### src/rtl/mdu_iter.sv
//------------------------------------------------------------------------------
// mdu_iter -- iterative multiply/divide unit with built-in HI/LO registers.
//
// Produces one product or quotient bit per clock. An accepted start takes
// WIDTH+2 cycles: CALC runs for WIDTH cycles and FIX runs for one cycle.
// busy covers cycles 1..WIDTH+1. done pulses in cycle WIDTH+2, and hi/lo
// already hold the new result in that cycle. The core stalls MFHI/MFLO
// while busy is high.
//
// Optional build macro:
//   MDU_EARLY_OUT_EN -- a zero operand (or a zero divisor) skips CALC.
//                       The result is preloaded and FIX runs in cycle 1,
//                       so done pulses in cycle 2. When the macro is not
//                       defined, every operation takes the fixed latency.
//
// Ports:
//   clk          system clock
//   rst          synchronous, active-high reset; aborts any operation
//   start        operation request, accepted only while busy=0
//   op           00 MULT, 01 MULTU, 10 DIV, 11 DIVU (sampled with start)
//   a            multiplicand / dividend (rs)
//   b            multiplier / divisor (rt)
//   wr_hi        MTHI strobe (honoured only while idle)
//   wr_lo        MTLO strobe (honoured only while idle)
//   wdata        MTHI/MTLO write data
//   busy         operation in flight
//   done         one-cycle pulse; the new HI/LO are valid in this cycle
//   div_by_zero  one-cycle pulse with done for DIV/DIVU with b==0
//   hi, lo       architectural HI and LO registers
//------------------------------------------------------------------------------
`timescale 1ns/1ps

module mdu_iter #(
   parameter int WIDTH = 32,
   parameter int CNT_W = $clog2(WIDTH) + 1
) (
   input  logic             clk,
   input  logic             rst,
   input  logic             start,
   input  logic [1:0]       op,
   input  logic [WIDTH-1:0] a,
   input  logic [WIDTH-1:0] b,
   input  logic             wr_hi,
   input  logic             wr_lo,
   input  logic [WIDTH-1:0] wdata,
   output logic             busy,
   output logic             done,
   output logic             div_by_zero,
   output logic [WIDTH-1:0] hi,
   output logic [WIDTH-1:0] lo
);

   typedef enum logic [1:0] {
      IDLE = 2'd0,
      CALC = 2'd1,
      FIX  = 2'd2
   } state_t;

   state_t state, state_nxt;

   // Operation context captured when start is accepted.
   logic [1:0]         op_r;
   logic [WIDTH-1:0]   opa_r;     // |a|, shifted out one bit per CALC cycle
   logic [WIDTH-1:0]   opb_r;     // |b|, the multiplicand or divisor
   logic [2*WIDTH-1:0] acc_r;     // product, or {remainder, quotient}
   logic [CNT_W-1:0]   cnt_r;
   logic               neg_q_r;
   logic               neg_r_r;
   logic               dbz_r;

   //---------------------------------------------------------------------------
   // Sign helpers
   //---------------------------------------------------------------------------
   function automatic logic [WIDTH-1:0] cond_neg(input logic [WIDTH-1:0] v,
                                                 input logic             en);
      return en ? -v : v;
   endfunction

   function automatic logic [2*WIDTH-1:0] cond_neg_2w(input logic [2*WIDTH-1:0] v,
                                                      input logic               en);
      return en ? -v : v;
   endfunction

   // Magnitude of a signed operand. 0x80..0 maps to itself, and that is
   // correct when the value is read as unsigned.
   function automatic logic [WIDTH-1:0] mag(input logic [WIDTH-1:0] v,
                                            input logic             is_signed);
      return cond_neg(v, is_signed & v[WIDTH-1]);
   endfunction

   //---------------------------------------------------------------------------
   // Operand capture and zero detection (cycle 0)
   //---------------------------------------------------------------------------
   logic               start_ok;
   logic               sgn_in;
   logic [WIDTH-1:0]   a_mag;
   logic [WIDTH-1:0]   b_mag;
   logic               b_zero;
   logic               early;
   logic [2*WIDTH-1:0] acc_start;

   assign start_ok = start & (state == IDLE);
   assign sgn_in   = ~op[0];
   assign a_mag    = mag(a, sgn_in);
   assign b_mag    = mag(b, sgn_in);
   assign b_zero   = (b == '0);

`ifdef MDU_EARLY_OUT_EN
   logic a_zero;
   assign a_zero = (a == '0);
   // Mult and div both finish early on a zero in either operand.
   assign early  = a_zero | b_zero;
   // For a divide by zero, preload the remainder half with |a|. FIX then
   // sign-restores it to the raw a. Every other early case gives zero.
   assign acc_start = (op[1] & b_zero) ? {a_mag, {WIDTH{1'b0}}} : '0;
`else
   assign early     = 1'b0;
   assign acc_start = '0;
`endif

   //---------------------------------------------------------------------------
   // One iteration step (CALC)
   //---------------------------------------------------------------------------
   logic [WIDTH:0]     mul_sum;
   logic [2*WIDTH-1:0] acc_mul;
   logic [WIDTH:0]     rem_sh;
   logic [WIDTH:0]     div_diff;
   logic               div_ge;
   logic [2*WIDTH-1:0] acc_div;

   always_comb begin
      // Shift-add: the high half gathers partial sums and shifts right, so
      // the low half fills with the finished product bits.
      mul_sum = {1'b0, acc_r[2*WIDTH-1:WIDTH]} +
                (opa_r[0] ? {1'b0, opb_r} : {(WIDTH+1){1'b0}});
      acc_mul = {mul_sum, acc_r[WIDTH-1:1]};

      // Restoring division. The dividend MSB shifts into the partial
      // remainder, and a trial subtract gives one quotient bit. The
      // remainder is below the divisor, so WIDTH+1 bits cannot overflow.
      rem_sh   = {acc_r[2*WIDTH-1:WIDTH], opa_r[WIDTH-1]};
      div_diff = rem_sh - {1'b0, opb_r};
      div_ge   = ~div_diff[WIDTH];
      acc_div  = {(div_ge ? div_diff[WIDTH-1:0] : rem_sh[WIDTH-1:0]),
                  acc_r[WIDTH-2:0], div_ge};
   end

   //---------------------------------------------------------------------------
   // Sign fix-up and result select (FIX)
   //---------------------------------------------------------------------------
   logic               fix_sgn;
   logic [2*WIDTH-1:0] prod;
   logic [WIDTH-1:0]   quo;
   logic [WIDTH-1:0]   rem;
   logic [WIDTH-1:0]   res_hi;
   logic [WIDTH-1:0]   res_lo;

   always_comb begin
      fix_sgn = ~op_r[0];
      prod    = cond_neg_2w(acc_r, fix_sgn & neg_q_r);
      // Divide by zero forces LO to all ones. The remainder path already
      // holds |a|, and the neg_r restore turns it back into the raw a.
      quo     = dbz_r ? {WIDTH{1'b1}}
                      : cond_neg(acc_r[WIDTH-1:0], fix_sgn & neg_q_r);
      rem     = cond_neg(acc_r[2*WIDTH-1:WIDTH], fix_sgn & neg_r_r);
      res_hi  = op_r[1] ? rem : prod[2*WIDTH-1:WIDTH];
      res_lo  = op_r[1] ? quo : prod[WIDTH-1:0];
   end

   //---------------------------------------------------------------------------
   // FSM
   //---------------------------------------------------------------------------
   always_ff @(posedge clk) begin
      if (rst) state <= IDLE;
      else     state <= state_nxt;
   end

   always_comb begin
      state_nxt = state;
      case (state)
         IDLE:    if (start) state_nxt = early ? FIX : CALC;
         CALC:    if (cnt_r == CNT_W'(1)) state_nxt = FIX;
         FIX:     state_nxt = IDLE;
         default: state_nxt = IDLE;
      endcase
   end

   //---------------------------------------------------------------------------
   // Datapath registers (no reset; they are loaded on every accepted start)
   //---------------------------------------------------------------------------
   always_ff @(posedge clk) begin
      if (start_ok) begin
         op_r    <= op;
         opa_r   <= a_mag;
         opb_r   <= b_mag;
         neg_q_r <= a[WIDTH-1] ^ b[WIDTH-1];
         neg_r_r <= a[WIDTH-1];
         dbz_r   <= op[1] & b_zero;
         acc_r   <= acc_start;
         cnt_r   <= CNT_W'(WIDTH);
      end else if (state == CALC) begin
         acc_r <= op_r[1] ? acc_div : acc_mul;
         opa_r <= op_r[1] ? (opa_r << 1) : (opa_r >> 1);
         cnt_r <= cnt_r - CNT_W'(1);
      end
   end

   //---------------------------------------------------------------------------
   // Outputs and architectural HI/LO
   //---------------------------------------------------------------------------
   always_ff @(posedge clk) begin
      if (rst) begin
         busy        <= 1'b0;
         done        <= 1'b0;
         div_by_zero <= 1'b0;
         hi          <= '0;
         lo          <= '0;
      end else begin
         done        <= 1'b0;
         div_by_zero <= 1'b0;
         case (state)
            IDLE: begin
               // If a start arrives with a write in the same cycle, the
               // write lands now and FIX overwrites it later.
               if (wr_hi) hi <= wdata;
               if (wr_lo) lo <= wdata;
               if (start) busy <= 1'b1;
            end
            FIX: begin
               busy        <= 1'b0;
               done        <= 1'b1;
               div_by_zero <= dbz_r;
               hi          <= res_hi;
               lo          <= res_lo;
            end
            default: ;
         endcase
      end
   end

endmodule
### config.mk
export PLATFORM = sky130hd
export DESIGN_NAME = mdu_iter
export DESIGN_NICKNAME = d
export VERILOG_FILES = /design/src/rtl/mdu_iter.sv
export SDC_FILE = /design/constraint.sdc
export NUM_CORES = 1
export LEC_CHECK = 0
export BUFFER_PORTS_ARGS = -buffer_cell sky130_fd_sc_hd__buf_2
export CORE_MARGIN = 5
export CORE_UTILIZATION = 40
export CTS_CLUSTER_SIZE = 30
export DETAILED_ROUTE_END_ITERATION = 10
export GPL_TIMING_DRIVEN = 0
export PLACE_DENSITY = 0.63
export SYNTH_ARGS = -nofsm -noshare
export SYNTH_HDL_FRONTEND = slang
export SYNTH_SLANG_ARGS = --single-unit
### constraint.sdc
create_clock -name clk -period 9.4 [get_ports clk]
set_clock_uncertainty 0.15 [all_clocks]
set_input_delay 1.88 -clock clk [delete_from_list [all_inputs] [get_ports clk]]
set_output_delay 1.88 -clock clk [all_outputs]
set_load 0.005 [all_outputs]
* Word-level counts from Yosys, hierarchy flattened
Index checks and enable logic that the tools add are counted.
Widths: inputs -> output; s select.
** Storage, ports and cells
- Register bits after elaboration :: 208
- Bits in latches :: 0
- RAM bits :: 0
- ROM bits :: 0
- Output and inout port bits :: 67
- Memories :: 0
** Cells by class
- Add/sub/neg operators :: 8
- $mul :: 0
- Divide/modulo/power cells :: 0
- Magnitude comparators :: 0
- Equal/unequal tests :: 7
- Shift-type cells :: 0
- Multiplexer cells :: 24
- Bitwise logic cells :: 11
- Reduce and logical (&&, ||, !) cells :: 9
** Operators by type and width (number)
- $mux 32 :: 14
- $mux 64 :: 2
- $neg 32->32 :: 4
- $pmux 32 s2 :: 2
- $neg 64->64 :: 1
- $add 32x32->33 :: 1
- $sub 33x32->33 :: 1
- $logic_not 32->1 :: 1
- $ne 2x2->1 const B :: 4
- $reduce_and 2->1 :: 4
- $and 1x1->1 :: 6
- $eq 6x1->1 const B :: 1
- $sub 6x1->6 const B :: 1
- $mux 2 :: 2
- $not 1->1 :: 4
- $pmux 2 s2 :: 1
- $reduce_bool 2->1 :: 2
- $eq 2x1->1 const B :: 1
- $eq 2x2->1 const B :: 1
- $logic_not 2->1 :: 1
- $mux 1 :: 2
- $pmux 1 s2 :: 1
- $reduce_or 2->1 :: 1
- $xor 1x1->1 :: 1

* Longest topological paths before layout
- Depth in word-level cells :: 6
- Gate-level depth with buffers :: 14
- Mapped depth without buffers :: 12

* Worst setup path after synthesis
OpenSTA, ideal clock, no wires.
- Path kind :: input to register
- Start :: input b[10]
- End :: register opb_r[29] (data pin)
- Data arrival time :: 3875 ps
- Setup slack :: 5109 ps
- Stages :: 7
- Path buffers :: 0
- Path through :: or3_1 nor4_1 nand3_1 or4_1 or3_1 o41ai_1 xnor2_1
** Between the ends
- Longest elaborated chain between the ends :: 2
** Ends and longest elaborated chain
- from (decl) :: line 42 : input logic [WIDTH-1:0] b,
- $neg 32->32 :: line 76 : return en ? -v : v;
- $mux 32 :: line 76
- named net b_mag[29] :: line 97 : logic [WIDTH-1:0] b_mag;
- to (signal assigned) :: line 195 : opb_r <= b_mag;
- to (decl) :: line 64 : logic [WIDTH-1:0] opb_r;
The timed path passes the listed nets, and every way through them passes these cells.
A chain may end at the register's enable or synchronous reset.

* Final worst setup path
- Start :: register opa_r[0]
- End :: register acc_r[59]
** Between the ends
- Longest elaborated chain between the ends :: 3
** Ends and longest elaborated chain
- from (decl) :: line 63 : logic [WIDTH-1:0] opa_r;
- from (signal assigned) :: line 194 : opa_r <= a_mag;
- from (signal assigned) :: line 203 : opa_r <= op_r[1] ? (opa_r << 1) : (opa_r >> 1);
- $mux 32 :: line 135 : (opa_r[0] ? {1'b0, opb_r} : {(WIDTH+1){1'b0}});
- $add 32x32->33 :: line 134 : mul_sum = {1'b0, acc_r[2*WIDTH-1:WIDTH]} +
- $mux 64 :: line 202 : acc_r <= op_r[1] ? acc_div : acc_mul;
- to (signal assigned) :: line 199 : acc_r <= acc_start;
- to (signal assigned) :: line 202
- to (decl) :: line 65 : logic [2*WIDTH-1:0] acc_r;
Every way passes these cells.

==> flow_summary.json <==
{
  "routed_vias": 15270,
  "post-synth-top-area-cell": "sky130_fd_sc_hd__dfxtp_1",
  "worst_ep_arrival_time_ns": 4.86,
  "totalWireLength_um": 54330,
  "placement.io_buffers": 169,
  "areaGrowthSynthToFinish_pct": 15.42,
  "iter_0_drt_violations": 1252,
  "global_route_usage_over_all_layers_pct": 24.30,
  "syn-mean-instance-area_um2": 8.206,
  "switchingPower_mw": 1.254,
  "timing.setup.critical_path_class": "flip-flop to flip-flop",
  "synth-seq-area-share_pct": 31.33,
  "remaining_drc_errors": 0,
  "post_synth_mux_area_share_pct": 5.217,
  "antenna_found_initial": 0,
  "power.density_cell_area_nw_per_um2": 188.7,
  "postCtsSetupBuffers": 0,
  "postSynthNetCount": 2063,
  "drive_above_1_share_pct": 12.89,
  "cts_max_level": 1,
  "grt_overflow_total": 0,
  "first_global_vias": 14420,
  "clock-sinks": 208,
  "setup_total_negative_slack_ns": 0,
  "final_nets": 2260,
  "vias_per_cell": 5.824,
  "clkSlewWorstSetupHoldPaths_ns": 0.06,
  "post_synth_xor_area_fraction_pct": 9.440,
  "fmax_mhz": 219.5,
  "synth-compound-area-share_pct": 25.13,
  "starting_utilization_of_the_core_area_pct": 40.28,
  "tritoncts.num_buffers": 24,
  "yosys-top-cells-area": "sky130_fd_sc_hd__dfxtp_1 (18%), sky130_fd_sc_hd__edfxtp_1 (13%), sky130_fd_sc_hd__xnor2_1 (5.9%)",
  "later_pin_clock_latency_in_the_skew_report_ns": 0.55,
  "syn-instance-count": 1888,
  "cts_tree": "built",
  "critical_path_peak_fanout": 10,
  "synth.most_common_cell": "sky130_fd_sc_hd__a21oi_1",
  "synth_seq_cells": 208,
  "drv_slew": 0,
  "share_comb_of_total_power_pct": 35.4,
  "finalInstanceArea_um2": 17880,
  "place_ws_ns": 4.465,
  "sw_frac_of_total_pct": 37.17,
  "part_of_the_total_power_dissipated_in_the_clock_network_pct": 29.8,
  "fraction_of_post_synthesis_cell_area_in_the_top_cell_type_by_area_pct": 17.96,
  "setup-violations-final": 0,
  "postSynth.asyncResetShare_pct": 0,
  "period_minus_slack_ns": 4.556,
  "timing_worst_slew_pin_value_ns": 0.8749,
  "netlist_area_um2": 15490,
  "min-delay-path-class": "flip-flop to flip-flop",
  "cpPeakStageDelay_ns": 0.59,
  "cp.required_ns": 9.71,
  "grt_start_max_net_pins": 35,
  "fp.dieH_um": 206.8,
  "unrepaired_setup_endpoints_after_global_routing": "no",
  "grt_pass1_wl_um": 82550,
  "p_int_mw": 2.120,
  "synth_top_family_by_area": "compound AO/OA/AOI/OAI gates",
  "detail_route.first_pass.iterations": 5,
  "hpwlAfterDp_um": 43530,
  "number_of_synthesized_flops_with_an_enable_pin": 69,
  "synthesis.yosys.warnings": 0,
  "critical_path.cell_chain": "clkbuf_1 > and2_1 > ha_1 > fa_1 > a211oi_1 > o21ai_0 > a21oi_1 > a31oi_1 > o211ai_1 > nand3_1 > nand2_1 > mux2_2 > a211oi_1",
  "core.rowCount": 72,
  "crit_path_frequent_cell": "sky130_fd_sc_hd__a211oi_1",
  "wire_per_inst_um": 20.73,
  "die-area_um2": 42770,
  "layout_worst_path_cycle_share_pct": 48.47,
  "route.antenna.remaining_nets": 0,
  "cts_hold_repair.buffers": 0,
  "power.leakage_nw": 7.396,
  "max-cap-violations": 0,
  "synth_adder_area_share_pct": 5.911,
  "p_seq_share_pct": 34.8,
  "hold_slack_ns": 0.3015,
  "worstSetupEndpointType": "flip-flop",
  "cts_root_buffer": "sky130_fd_sc_hd__clkbuf_16",
  "finalHoldViolCount": 0,
  "power.ir.vdd_worst_v": 0.0001193,
  "io-pin-count": 170,
  "synth_cell_types": 81,
  "core_region_area_um2": 38470,
  "synth-simple-area-share_pct": 18.43,
  "layout_setup_ws_ns": 4.844,
  "status": "completed",
  "maxSlewHeadroom_pct": 41.31,
  "cp_max_delay_cell": "sky130_fd_sc_hd__edfxtp_1",
  "yosys-top-cells-count": "sky130_fd_sc_hd__a21oi_1 (172), sky130_fd_sc_hd__o21ai_0 (153), sky130_fd_sc_hd__nand2_1 (152), sky130_fd_sc_hd__nor2_1 (148), sky130_fd_sc_hd__dfxtp_1 (139)",
  "placed_cells": 2576,
  "synth_top_flop_cell": "sky130_fd_sc_hd__dfxtp_1",
  "placed_cell_area_um2": 17010,
  "clock_path_buffers": 3,
  "finalWeightedCongestion": 0.9330,
  "final-instance-count-excl-fill": 2621,
  "startpoint_type": "flip-flop",
  "cts_resized": 0,
  "die_width_um": 206.8
}
[layout by cell type (no fill, tap or decap), types with 23 or more instances in the layout]
master and n:
sky130_fd_sc_hd__nor3_1 38, sky130_fd_sc_hd__nand2_1 152, sky130_fd_sc_hd__nor2b_1 23, sky130_fd_sc_hd__o221ai_1 27, sky130_fd_sc_hd__dfxtp_1 139, sky130_fd_sc_hd__xnor2_1 105
sky130_fd_sc_hd__edfxtp_1 69, sky130_fd_sc_hd__nor2_1 148, sky130_fd_sc_hd__a211oi_1 28, sky130_fd_sc_hd__buf_2 182, sky130_fd_sc_hd__mux2i_1 65, sky130_fd_sc_hd__a21oi_1 172
sky130_fd_sc_hd__xor2_1 62, sky130_fd_sc_hd__nand3_1 59, sky130_fd_sc_hd__a21o_1 38, sky130_fd_sc_hd__o21ai_0 153, sky130_fd_sc_hd__a31oi_1 27, sky130_fd_sc_hd__clkbuf_1 82
sky130_fd_sc_hd__inv_1 72, sky130_fd_sc_hd__and2_1 42, sky130_fd_sc_hd__o31ai_1 24, sky130_fd_sc_hd__ha_1 70, sky130_fd_sc_hd__clkbuf_16 28
[layer usage]
layer,vias to the layer above,wire length [um],GRT usage [%]
li1,7340,-,-
met3,92,4182,3.796
met2,605,23880,38.85
met4,0,1792,7.720
met1,7229,24470,33.87
met5,-,0,0
[flip-flops by register name, indices dropped and copies added, names as in the netlist]
signal / count
acc_r: 64
hi: 32
lo: 32
opa_r: 32
opb_r: 32
cnt_r: 6
op_r: 2
state: 2
busy: 1
dbz_r: 1
div_by_zero: 1
done: 1
neg_q_r: 1
neg_r_r: 1
[power by group through the flow]
| stage | logic [mW] | registers, mW | clock network (mW) |
|---|---|---|---|
| 2_1_floorplan | 0.836 | 1.13 | 0 |
| 3_3_place_gp | 1.15 | 1.19 | 0 |
| 3_5_place_dp | 1.16 | 1.19 | 0 |
| 4_1_cts | 1.17 | 1.17 | 1.02 |
| 5_1_grt | 1.31 | 1.18 | 1.06 |
| 6_report | 1.19 | 1.18 | 1.00 |
[path summary, 6_finish.rpt]
check | from | to | slack, ns | depth (start not counted)
hold / removal | lo[22] | lo[22] | 0.30 | 2
setup reg to reg | opa_r[0] | acc_r[59] | 4.84 | 13
setup / recovery | opa_r[0] | acc_r[59] | 4.84 | 13
hold reg to reg | lo[22] | lo[22] | 0.30 | 2
[per-stage QoR]
step                power, mW  utilization, %
global route            3.552           46.48
finish                  3.374           46.49
floorplan               1.965               -
global placement        2.336           44.16
CTS                     3.361           46.41
detailed placement      2.351           44.22
[cell type report]
class / count / area, um2
well taps: 518 / 648.1
repair buffers: 171 / 893.4
clock inverters: 7 / 82.58
plain buffers: 108 / 430.4
flip-flops and latches: 208 / 4855
multi-input cells: 1499 / 9936
diodes: 1 / 2.502
inverters: 73 / 274.0
fillers: 3793 / 20580
clock buffers: 36 / 762.0
[worst max-delay path, delay by kind of cell, from the launching register on]
family / cells / cell delay, ns
DFF: 1 / 0.59
AOI/OAI and AO/OA: 6 / 1.82
adders and majority gates: 2 / 0.69
and+or+nand+nor: 3 / 0.57
buffers and inverters: 1 / 0.31
muxes: 1 / 0.34
[cells by family (layout without fill, tap and decap cells)]
group,count (synthesis),after routing
multiplexers,79,79
other,0,1
buffers and inverters,181,395
AO/OA/AOI/OAI,606,606
AND/OR/NAND/NOR,575,575
adder cells (fa/ha/maj),72,72
XOR/XNOR,167,167
flip-flops,208,208
Note: power is estimated with default switching activity, not from simulation.
